**config.mk**
```make
export PLATFORM = sky130hd
export DESIGN_NAME = tcl_egress_arbiter
export DESIGN_NICKNAME = d
export VERILOG_FILES = /design/src/rtl/tcl_egress_arbiter.sv
export SDC_FILE = /design/constraint.sdc
export NUM_CORES = 1
export LEC_CHECK = 0
export CAP_MARGIN = 40
export CORE_ASPECT_RATIO = 1.75
export CORE_MARGIN = 2
export CORE_UTILIZATION = 52
export CTS_CLUSTER_DIAMETER = 150
export DETAILED_ROUTE_END_ITERATION = 10
export GPL_ROUTABILITY_DRIVEN = 1
export GPL_TIMING_DRIVEN = 0
export PLACE_DENSITY_LB_ADDON = 0.08
export SYNTH_ARGS = -nofsm -noshare
export SYNTH_HDL_FRONTEND = slang
export SYNTH_SLANG_ARGS = --single-unit
```
**constraint.sdc**
```tcl
create_clock -name clk -period 4.52 [get_ports clk]
set_clock_uncertainty 0.05 [all_clocks]
set_input_delay 0.452 -clock clk [delete_from_list [all_inputs] [get_ports clk]]
set_output_delay 0.452 -clock clk [all_outputs]
set_load 0.005 [all_outputs]
```
**src/rtl/tcl_egress_arbiter.sv**
```systemverilog
// tcl_egress_arbiter
// Drains the four tcl output FIFOs (P0..P3) with a round-robin arbiter and
// merges the words into one egress stream tagged with the source port.
// Keeps a saturating per-port delivered-word counter with a req/idx read port.
//
// Ports:
//   clk, reset            clock, asynchronous active-high reset
//   init                  synchronous clear of counters and RR pointer
//   emptyP0..3            tcl FIFO empty flags (registered in tcl)
//   dataOutputP0..3       tcl FIFO read data, valid the cycle after a pop
//   popOutP0..3           FIFO pop strobes, one-hot or zero
//   ready_in              downstream accepts the egress word
//   valid_out, data_out,
//   port_out              egress word and its source port
//   req, idx              counter read request / select
//   counterOut,
//   counterValid          counter read data and its strobe
module tcl_egress_arbiter #(
    parameter int unsigned DATA_W = 12,
    parameter int unsigned CNT_W  = 5
) (
    input  logic              clk,
    input  logic              reset,
    input  logic              init,
    input  logic              emptyP0,
    input  logic              emptyP1,
    input  logic              emptyP2,
    input  logic              emptyP3,
    input  logic [DATA_W-1:0] dataOutputP0,
    input  logic [DATA_W-1:0] dataOutputP1,
    input  logic [DATA_W-1:0] dataOutputP2,
    input  logic [DATA_W-1:0] dataOutputP3,
    output logic              popOutP0,
    output logic              popOutP1,
    output logic              popOutP2,
    output logic              popOutP3,
    input  logic              ready_in,
    output logic              valid_out,
    output logic [DATA_W-1:0] data_out,
    output logic [1:0]        port_out,
    input  logic              req,
    input  logic [2:0]        idx,
    output logic [CNT_W-1:0]  counterOut,
    output logic              counterValid
);

    localparam int unsigned NPORT  = 4;
    localparam int unsigned PORT_W = 2;
    localparam int unsigned ENT_W  = PORT_W + DATA_W;
    localparam logic [CNT_W-1:0] CNT_MAX = '1;

    logic [NPORT-1:0]  w_empty;
    logic [DATA_W-1:0] w_din [NPORT];

    logic [NPORT-1:0]  r_last_pop;
    logic              r_pend;
    logic [PORT_W-1:0] r_pend_port;
    logic [ENT_W-1:0]  r_buf0;
    logic [ENT_W-1:0]  r_buf1;
    logic [1:0]        r_occ;
    logic [PORT_W-1:0] r_rr_ptr;
    logic [CNT_W-1:0]  r_cnt [NPORT];
    logic [CNT_W-1:0]  r_cnt_out;
    logic              r_cnt_valid;

    logic [ENT_W-1:0]  w_in;
    logic [ENT_W-1:0]  w_head;
    logic [ENT_W-1:0]  w_second;
    logic [1:0]        w_eff;
    logic [1:0]        w_keep;
    logic              w_xfer;
    logic              w_room;
    logic [NPORT-1:0]  w_elig;
    logic [NPORT-1:0]  w_grant;
    logic              w_grant_vld;
    logic [PORT_W-1:0] w_grant_port;
    logic [PORT_W-1:0] w_cand;

    assign w_empty  = {emptyP3, emptyP2, emptyP1, emptyP0};
    assign w_din[0] = dataOutputP0;
    assign w_din[1] = dataOutputP1;
    assign w_din[2] = dataOutputP2;
    assign w_din[3] = dataOutputP3;

    // Buffer view: the word arriving from a pop issued last cycle counts as an
    // entry straight away, so an empty buffer presents it with no extra cycle.
    always_comb begin
        w_in     = {r_pend_port, w_din[r_pend_port]};
        w_eff    = r_occ + 2'(r_pend);
        w_head   = (r_occ == 2'd0 && r_pend) ? w_in : r_buf0;
        w_second = (r_occ == 2'd2) ? r_buf1 : w_in;
        w_xfer   = (w_eff != 2'd0) && ready_in;
        w_keep   = w_eff - 2'(w_xfer);
        w_room   = (w_keep != 2'd2);
    end

    // Round-robin grant; a port popped last cycle is skipped because its empty
    // flag has not caught up yet.
    always_comb begin
        w_elig       = '0;
        w_grant      = '0;
        w_grant_vld  = 1'b0;
        w_grant_port = '0;
        w_cand       = '0;
        if (!reset && w_room) begin
            w_elig = ~w_empty & ~r_last_pop;
        end
        // Scan downward so the lowest offset from the pointer is assigned last.
        for (int k = int'(NPORT) - 1; k >= 0; k--) begin
            w_cand = r_rr_ptr + PORT_W'(k);
            if (w_elig[w_cand]) begin
                w_grant_vld  = 1'b1;
                w_grant_port = w_cand;
            end
        end
        if (w_grant_vld) begin
            w_grant[w_grant_port] = 1'b1;
        end
    end

    // Pop tracking, RR pointer, skid buffer, counters and counter read port.
    always_ff @(posedge clk or posedge reset) begin
        if (reset) begin
            r_last_pop  <= '0;
            r_pend      <= 1'b0;
            r_pend_port <= '0;
            r_buf0      <= '0;
            r_buf1      <= '0;
            r_occ       <= '0;
            r_rr_ptr    <= '0;
            r_cnt_out   <= '0;
            r_cnt_valid <= 1'b0;
            for (int i = 0; i < int'(NPORT); i++) begin
                r_cnt[i] <= '0;
            end
        end else begin
            r_last_pop  <= w_grant;
            r_pend      <= w_grant_vld;
            r_pend_port <= w_grant_port;

            if (init) begin
                r_rr_ptr <= '0;
            end else if (w_grant_vld) begin
                r_rr_ptr <= w_grant_port + PORT_W'(1);
            end

            r_occ <= w_keep;
            if (w_keep != 2'd0) begin
                r_buf0 <= w_xfer ? w_second : w_head;
            end
            if (w_keep == 2'd2) begin
                r_buf1 <= w_second;
            end

            for (int i = 0; i < int'(NPORT); i++) begin
                if (init) begin
                    r_cnt[i] <= '0;
                end else if (w_xfer && (w_head[ENT_W-1 -: PORT_W] == PORT_W'(i))
                             && (r_cnt[i] != CNT_MAX)) begin
                    r_cnt[i] <= r_cnt[i] + CNT_W'(1);
                end
            end

            if (req) begin
                r_cnt_valid <= 1'b1;
                r_cnt_out   <= idx[2] ? '0 : r_cnt[idx[1:0]];
            end else begin
                r_cnt_valid <= 1'b0;
            end
        end
    end

    assign popOutP0     = w_grant[0];
    assign popOutP1     = w_grant[1];
    assign popOutP2     = w_grant[2];
    assign popOutP3     = w_grant[3];
    assign valid_out    = (w_eff != 2'd0);
    assign data_out     = w_head[DATA_W-1:0];
    assign port_out     = w_head[ENT_W-1 -: PORT_W];
    assign counterOut   = r_cnt_out;
    assign counterValid = r_cnt_valid;

endmodule
```
==> results of run 1 <==
[cells by family (layout without fill, tap and decap cells)]
family	after synthesis	after routing
simple gates	119	119
mux	80	80
flops	65	65
buf+inv	35	137
compound gates	33	33
fa+ha+maj	14	14
xor+xnor	3	3
[cell type report]
type,instances,area share (%)
Tap cell,88,2.06
Timing Repair Buffer,88,16.8
Multi-Input combinational cell,249,42.7
Inverter,17,1.31
Clock buffer,14,4.95
Buffer,18,1.62
Sequential cell,65,30.5
[cells in the final DEF (no fill, tap or decap), types with 2 or more instances in the layout]
cell	synthesis	layout
clkbuf_8	0	2
nor3_1	14	14
nand4b_1	4	4
and3_1	4	4
clkbuf_16	0	9
and2_1	4	4
a21oi_1	3	3
inv_1	15	13
buf_4	1	4
o22a_1	2	2
inv_2	1	2
nand2b_1	22	22
mux4_2	17	17
ha_1	14	12
o22ai_1	17	17
nor4_1	9	8
dfrtp_1	65	65
mux2_2	47	47
buf_2	4	4
xnor2_1	2	2
nor4_4	4	4
clkbuf_1	12	15
mux2_1	3	3
nor2_1	33	32
nor2b_1	13	13
nand2_1	7	7
o21ai_0	4	4
mux2i_1	11	11
clkdlybuf4s50_1	0	83
ha_2	0	2
[worst paths after layout]
path	startpoint	endpoint	slack, ns
worst max-delay path	r_occ[0]	popOutP0	0.16
worst min-delay path	r_buf1[12]	r_buf1[12]	0.43
worst max register to register	r_occ[0]	r_rr_ptr[1]	1.18
worst min register to register	r_buf1[12]	r_buf1[12]	0.43
max in group asynchronous	reset	counterOut[2]	3.12
min in group asynchronous	reset	r_occ[1]	0.61
[Yosys cell counts, types with 7 or more instances]
cell type  instances  share of area, %
nand2b_1          22               3.4
dfrtp_1           65                40
nor2b_1           13               2.0
nor2_1            33               3.1
mux4_2            17               9.5
inv_1             15               1.4
mux2_2            47                13
clkbuf_1          12               1.1
mux2i_1           11               2.7
nor4_1             9               1.4
nand2_1            7              0.65
o22ai_1           17               2.6
nor3_1            14               1.7
ha_1              14               4.4
[per-stage QoR]
stage	setup TNS [ns]	utilization, %	cells	area [um^2]
2_1_floorplan	0	-	349	4020
5_1_grt	0	71.0	539	5340
4_1_cts	0	70.8	539	5320
6_report	0	71.0	539	5340
3_3_place_gp	-2.21	66.0	520	4960
3_5_place_dp	-1.05	66.7	523	5010
[critical path: stages (launching register included)]
cell and delay, ns:
dfrtp_1 0.43, ha_2 0.23, xor2_2 0.17, o21ai_4 0.18, buf_4 0.23, clkinvlp_4 0.18
buf_4 0.22, ha_2 0.32, inv_1 0.11, nor2_2 0.08, or4_1 0.58, ha_1 0.20
and2_1 0.15, clkdlybuf4s50_1 0.45
[registers in the layout (all words and copies together) (netlist names)]
register and cells:
r_cnt 20, r_buf0 14, r_buf1 14, counterOut 5
r_last_pop 4, r_occ 2, r_pend_port 2, r_rr_ptr 2
counterValid 1, r_pend 1
[power breakdown]
part	switching (uW)	internal (uW)	leakage, uW	total (uW)
registers	123	780	0.000829	902
logic	966	948	0.00121	1910
clock network	227	395	0.000129	622
[per-layer routing]
layer | vias to the layer above | wire length [um] | track usage, %
met3 | 23 | 510 | 5.67
met5 | - | 0 | 0
li1 | 1470 | - | -
met4 | 0 | 254 | 10.5
met1 | 1534 | 3580 | 26.0
met2 | 101 | 5390 | 45.6
[repair_timing]
action / 4_1_cts / 5_1_grt
pin swaps: 2 / 1
setup buffers: 2 / 0
endpoints found under the setup margin: 4 / 4
gates resized for setup: 5 / 5
==> metrics.yaml, run 1 <==
run_status:
  outcome: "complete, no violations"
power_and_ir_drop:
  totalPowerFinal_uw: 3440
  ir_drop_uv: 377
  power_density_nw_per_um2: 644
  p_leak_uw: 0.00216
placed_design:
  gp_congestion: 0.800
  hpwlAfterDp_um: 7490
  pre_cts_ws_ns: -0.296
  port_buffers: 83
sta:
  min_period_ns: 4.36
  setup_slack_ns: 0.156
  tightest_slew_ns: 0.728
  whs_ns: 0.433
  finalHoldViolations: 0
  slew_headroom_pct: 50.5
  rsz0062_at_grt: "no"
  finalCritPeriodShare_pct: 96.5
  setup_violations: 0
  fmax_mhz: 229
  drv_slew: 0
yosys:
  synth_flop_cell: "dfrtp_1"
  synth_area_per_cell_um2: 11.5
  syn-num-nets: 423
  netlist_instances: 349
  synth-compound-area-share_pct: 5.67
  yosysSeqAreaShare_pct: 40.5
  synth_seq_cells: 65
  synth_top_family_by_area: "multiplexers"
  synth_edf_count: 0
  ys_async_sr_fraction_pct: 100
  netlist_area_um2: 4020
  yosys.area_share.adder_pct: 4.36
  synth_mux_area_share_pct: 27.2
  ys_warn_count: 0
  yosysUniqueCellTypes: 43
  synth-simple-area-share_pct: 17.7
  synth_xor_area_share_pct: 0.841
routing:
  drt_iter0_markers: 110
  drc: 0
  ant_nets: 0
  wire_per_inst_um: 18.1
  drtPass1Iterations: 4
  vias: 3128
  post_drt_via_cell_ratio: 5.80
  wl_um: 9740
floorplan:
  start_util_pct: 53.5
  fp.dieW_um: 70.4
  core_area_um2: 7510
  core.rowCount: 42
  dieHeight_um: 120
  die-area_um2: 8470
  floorplan.io_pins: 85
clock_tree:
  htreeDepth: 3
  cts_tree: "built"
  root_buffer: "clkbuf_16"
  cts_hold_buf: 0
  cts.sinks: 65
  clock_latency_ns: 0.32
  cts_buffers: 9
  clk_pin_slew_ns: 0.05
  cts_buffer_depth: 2
global_routing:
  grt_pass1_wl_um: 16400
  grt_pass1_vias: 3421
  track_usage_pct: 24.6
  antenna_found_initial: 0
  grt_max_degree: 28
  grt_overflow: 0
min_path:
  hold_path.class: "reg -> reg"
  whs_path_depth: 2
finish:
  synthToLayoutAreaGrowth_pct: 32.8
  multi_input_area_um2: 2280
  n_antenna_cell: 0
  fin_nets: 522
  regArea_um2: 1630
  n_fill_cell: 595
  drive_above_1_share_pct: 23.7
setup_path:
  cp-start-kind: "flip-flop"
  worstRegToRegCells: 14
  critPathRequiredTime_ns: 4.02
  crit_fanout: 10
  cp.arrival_ns: 3.86
  worstSetupEndpointType: "output port"
  crit_type: "reg -> out"
flow_run:
  max_cap_violations: 0
No activity file was read; power rests on OpenSTA's default activity.
==> run 2: changes to the inputs <==
--- a/config.mk
+++ b/config.mk
@@ -6,13 +6,14 @@
 export NUM_CORES = 1
 export LEC_CHECK = 0
 export CAP_MARGIN = 40
-export CORE_ASPECT_RATIO = 1.75
+export CORE_ASPECT_RATIO = 0.6
 export CORE_MARGIN = 2
 export CORE_UTILIZATION = 52
 export CTS_CLUSTER_DIAMETER = 150
 export DETAILED_ROUTE_END_ITERATION = 10
 export GPL_ROUTABILITY_DRIVEN = 1
 export GPL_TIMING_DRIVEN = 0
+export HOLD_SLACK_MARGIN = 0.15
 export PLACE_DENSITY_LB_ADDON = 0.08
 export SYNTH_ARGS = -nofsm -noshare
 export SYNTH_HDL_FRONTEND = slang
==> constraint.sdc (replaced) <==
create_clock -name clk -period 4.3 [get_ports clk]
set_clock_uncertainty 0.05 [all_clocks]
set_input_delay 0.43 -clock clk [delete_from_list [all_inputs] [get_ports clk]]
set_output_delay 0.43 -clock clk [all_outputs]
set_load 0.005 [all_outputs]
==> run 2 against run 1 <==
  * Combinational power increased by 9.9%
  * Sequential share of layout area decreased by 0.32 points
  * Critical path depth increased by 2
  * Global-route usage increased by 0.82 points
  * Clock power increased by 22%
  * Via count increased by 0.29%
  * Power increased by 11%
  * Count of clock-buffer cells in the layout unchanged
  * Flip-flop and latch count unchanged
  * Register-to-register slack got worse by 0.03 ns
  * Largest cell class unchanged
==> metrics.yaml, run 2 (same netlist as run 1, synthesis figures left out) <==
finish:
  layout_commonest_cell: "clkdlybuf4s50_1"  # unchanged
  drive_above_1_share_pct: 24.3  # was 23.7%
  layout_common_cells: "83 x clkdlybuf4s50_1, 64 x dfrtp_1, 47 x mux2_2, 32 x nor2_1, 22 x nand2b_1"  # was 83 x clkdlybuf4s50_1, 65 x dfrtp_1, 47 x mux2_2, 32 x nor2_1, 22 x nand2b_1
  fin_nets: 521  # was 522
  multi_input_area_um2: 2300  # was 2280 um^2
  n_antenna_cell: 0  # unchanged
  reg_top3: "r_cnt (20), r_buf0 (14), r_buf1 (14)"  # unchanged
  regArea_um2: 1630  # about the same
  largest_reg_flops: 20  # unchanged
  synthToLayoutAreaGrowth_pct: 34.3  # was 32.8%
  regMostFlops: "r_cnt"  # unchanged
  n_fill_cell: 550  # was 595
clock_tree:
  clk_pin_slew_ns: 0.05  # about the same
  clock_latency_ns: 0.33  # was 0.32 ns
  cts_buffers: 9  # unchanged
  cts.sinks: 65  # unchanged
  htreeDepth: 3  # unchanged
  root_buffer: "clkbuf_16"  # unchanged
  cts_tree: "built"  # unchanged
  cts_hold_buf: 0  # unchanged
  cts_buffer_depth: 2  # unchanged
routing:
  wl_met2_um: 4330  # was 5390 um
  drt-met1-wl_um: 4940  # was 3580 um
  maxUsedRoutingLayer: "met4"  # unchanged
  post_drt_via_cell_ratio: 5.64  # was 5.80
  wire_per_inst_um: 18.0  # was 18.1 um
  wl_um: 10000  # was 9740 um
  drt_iter0_markers: 225  # was 110
  drc: 0  # unchanged
  drtPass1Iterations: 4  # unchanged
  ant_nets: 0  # unchanged
  routed-wl-met3_um: 655  # was 510 um
  vias: 3137  # was 3128
floorplan:
  core.rowCount: 24  # was 42
  fp.dieW_um: 117  # was 70.4 um
  floorplan.io_pins: 85  # unchanged
  die-area_um2: 8470  # about the same
  core_area_um2: 7390  # was 7510 um^2
  start_util_pct: 54.4  # was 53.5%
  dieHeight_um: 72.1  # was 120 um
setup_path:
  crit_type: "reg -> out"  # unchanged
  cp-start-kind: "flip-flop"  # unchanged
  r2r_slack_ns: 1.15  # was 1.18 ns
  crit_fanout: 10  # unchanged
  cp.arrival_ns: 3.62  # was 3.86 ns
  critical_path.cell_chain: "ha_4 > xor2_4 > o21ai_4 > buf_8 > clkinvlp_4 > buf_4 > ha_4 > inv_2 > nor2_2 > a2111oi_4 > buf_2 > inv_1 > ha_1 > and2_1 > clkdlybuf4s50_1"  # was ha_2 > xor2_2 > o21ai_4 > buf_4 > clkinvlp_4 > buf_4 > ha_2 > inv_1 > nor2_2 > or4_1 > ha_1 > and2_1 > clkdlybuf4s50_1
  max_stage_delay_ns: 0.44  # was 0.58 ns
  crit_path_frequent_cell: "ha_4"
  path_buf_inv: 7  # was 5
  critPathRequiredTime_ns: 3.82  # was 4.02 ns
  worstSetupEndpointType: "output port"  # unchanged
  critPathSlowestCell: "dfrtp_2"  # was or4_1
  cpLargestDelayFamily: "buffers and inverters"  # unchanged
power_and_ir_drop:
  totalPowerFinal_uw: 3810  # was 3440 uW
  p_leak_uw: 0.00218  # was 0.00216 uW
  power_density_nw_per_um2: 706  # was 644 nW/um^2
  ir_drop_uv: 315  # was 377 uV
global_routing:
  grt_pass1_vias: 3179  # was 3421
  grt_overflow: 0  # unchanged
  track_usage_pct: 25.4  # was 24.6%
  grt_max_degree: 66  # was 28
  grt_pass1_wl_um: 16600  # was 16400 um
  antenna_found_initial: 0  # unchanged
placed_design:
  hpwlAfterDp_um: 7280  # was 7490 um
  gp_congestion: 0.840  # was 0.800
  port_buffers: 83  # unchanged
run_status:
  outcome: "complete, no violations"  # unchanged
sta:
  rsz0062_at_grt: "no"  # unchanged
  fmax_mhz: 244
  setup_violations: 0  # unchanged
  whs_ns: 0.447  # was 0.433 ns
  finalCritPeriodShare_pct: 95.3
  drv_slew: 0  # unchanged
  finalHoldViolations: 0  # unchanged
  min_period_ns: 4.10
  slew_headroom_pct: 46.1  # was 50.5%
  tightest_slew_ns: 0.808  # was 0.728 ns
flow_run:
  max_cap_violations: 0  # unchanged
min_path:
  hold_path.class: "reg -> reg"  # unchanged
[run 2: changes by cell type in the layout (fill, tap and decap cells not counted), sizes merged]
| cell | change |
|---|---|
| buf | -1 |
| bufinv | +1 |
| clkinv | +1 |
[run 2: final timing paths]
path                       cells after the start        from       endpoint
setup / recovery                              15    r_occ[0]       popOutP2
hold / removal                                 2  r_buf1[12]     r_buf1[12]
setup reg to reg                              14    r_occ[0]    r_rr_ptr[1]
hold reg to reg                                2  r_buf1[12]     r_buf1[12]
max in group asynchronous                      2       reset       r_occ[0]
min in group asynchronous                      2       reset  r_last_pop[1]
[run 2: area by class of cell]
class | instances | area share (%)
Buffer | 18 | 1.74
Clock buffer | 14 | 5.08
Clock inverter | 2 | 0.649
Inverter | 17 | 1.34
Multi-Input combinational cell | 249 | 42.7
Sequential cell | 65 | 30.2
Tap cell | 104 | 2.41
Timing Repair Buffer | 87 | 15.9
[run 2: through the flow]
stage | area, um^2 | worst slack, ns | util (%) | std cells | TNS (ns)
after floorplan | 4020 | 0.380 | - | 349 | 0
after global placement | 4980 | -0.794 | 67.4 | 536 | -3.25
after detailed placement | 4980 | -0.541 | 67.5 | 537 | -1.93
after CTS | 5360 | 0.0536 | 72.6 | 555 | 0
after global routing | 5400 | 0.0490 | 73.1 | 556 | 0
final | 5400 | 0.200 | 73.1 | 556 | 0
[run 2: per-layer routing]
layer / track usage (%) / vias to the layer above
li1: - / 1467
met1: 37.1 / 1567
met2: 37.5 / 94
met3: 7.31 / 9
met4: 7.10 / 0
met5: 0 / -
[run 2: power breakdown]
group | internal (uW) | switching, uW | total, uW
combinational | 1030 | 1070 | 2100
clock | 495 | 262 | 758
sequential | 820 | 131 | 951
total | 2350 | 1460 | 3810
[run 2: timing repair]
item / 4_1_cts / 5_1_grt
gates resized for setup: 10 / 8
endpoints found under the hold margin: 0 / 0
buffers inserted: 2 / 1
endpoints found under the setup margin: 4 / 4
pin swaps: 3 / 1
gates cloned: 0 / 0
[run 2: worst register-to-register path: stages, from the launching register on]
cell,delay [ns]
dfrtp_2,0.44
ha_4,0.20
xor2_4,0.18
o21ai_4,0.18
buf_8,0.17
clkinvlp_4,0.10
buf_4,0.19
ha_4,0.26
inv_2,0.08
nor2_2,0.07
a2111oi_4,0.38
buf_2,0.20
inv_1,0.06
ha_1,0.29
a211oi_1,0.21
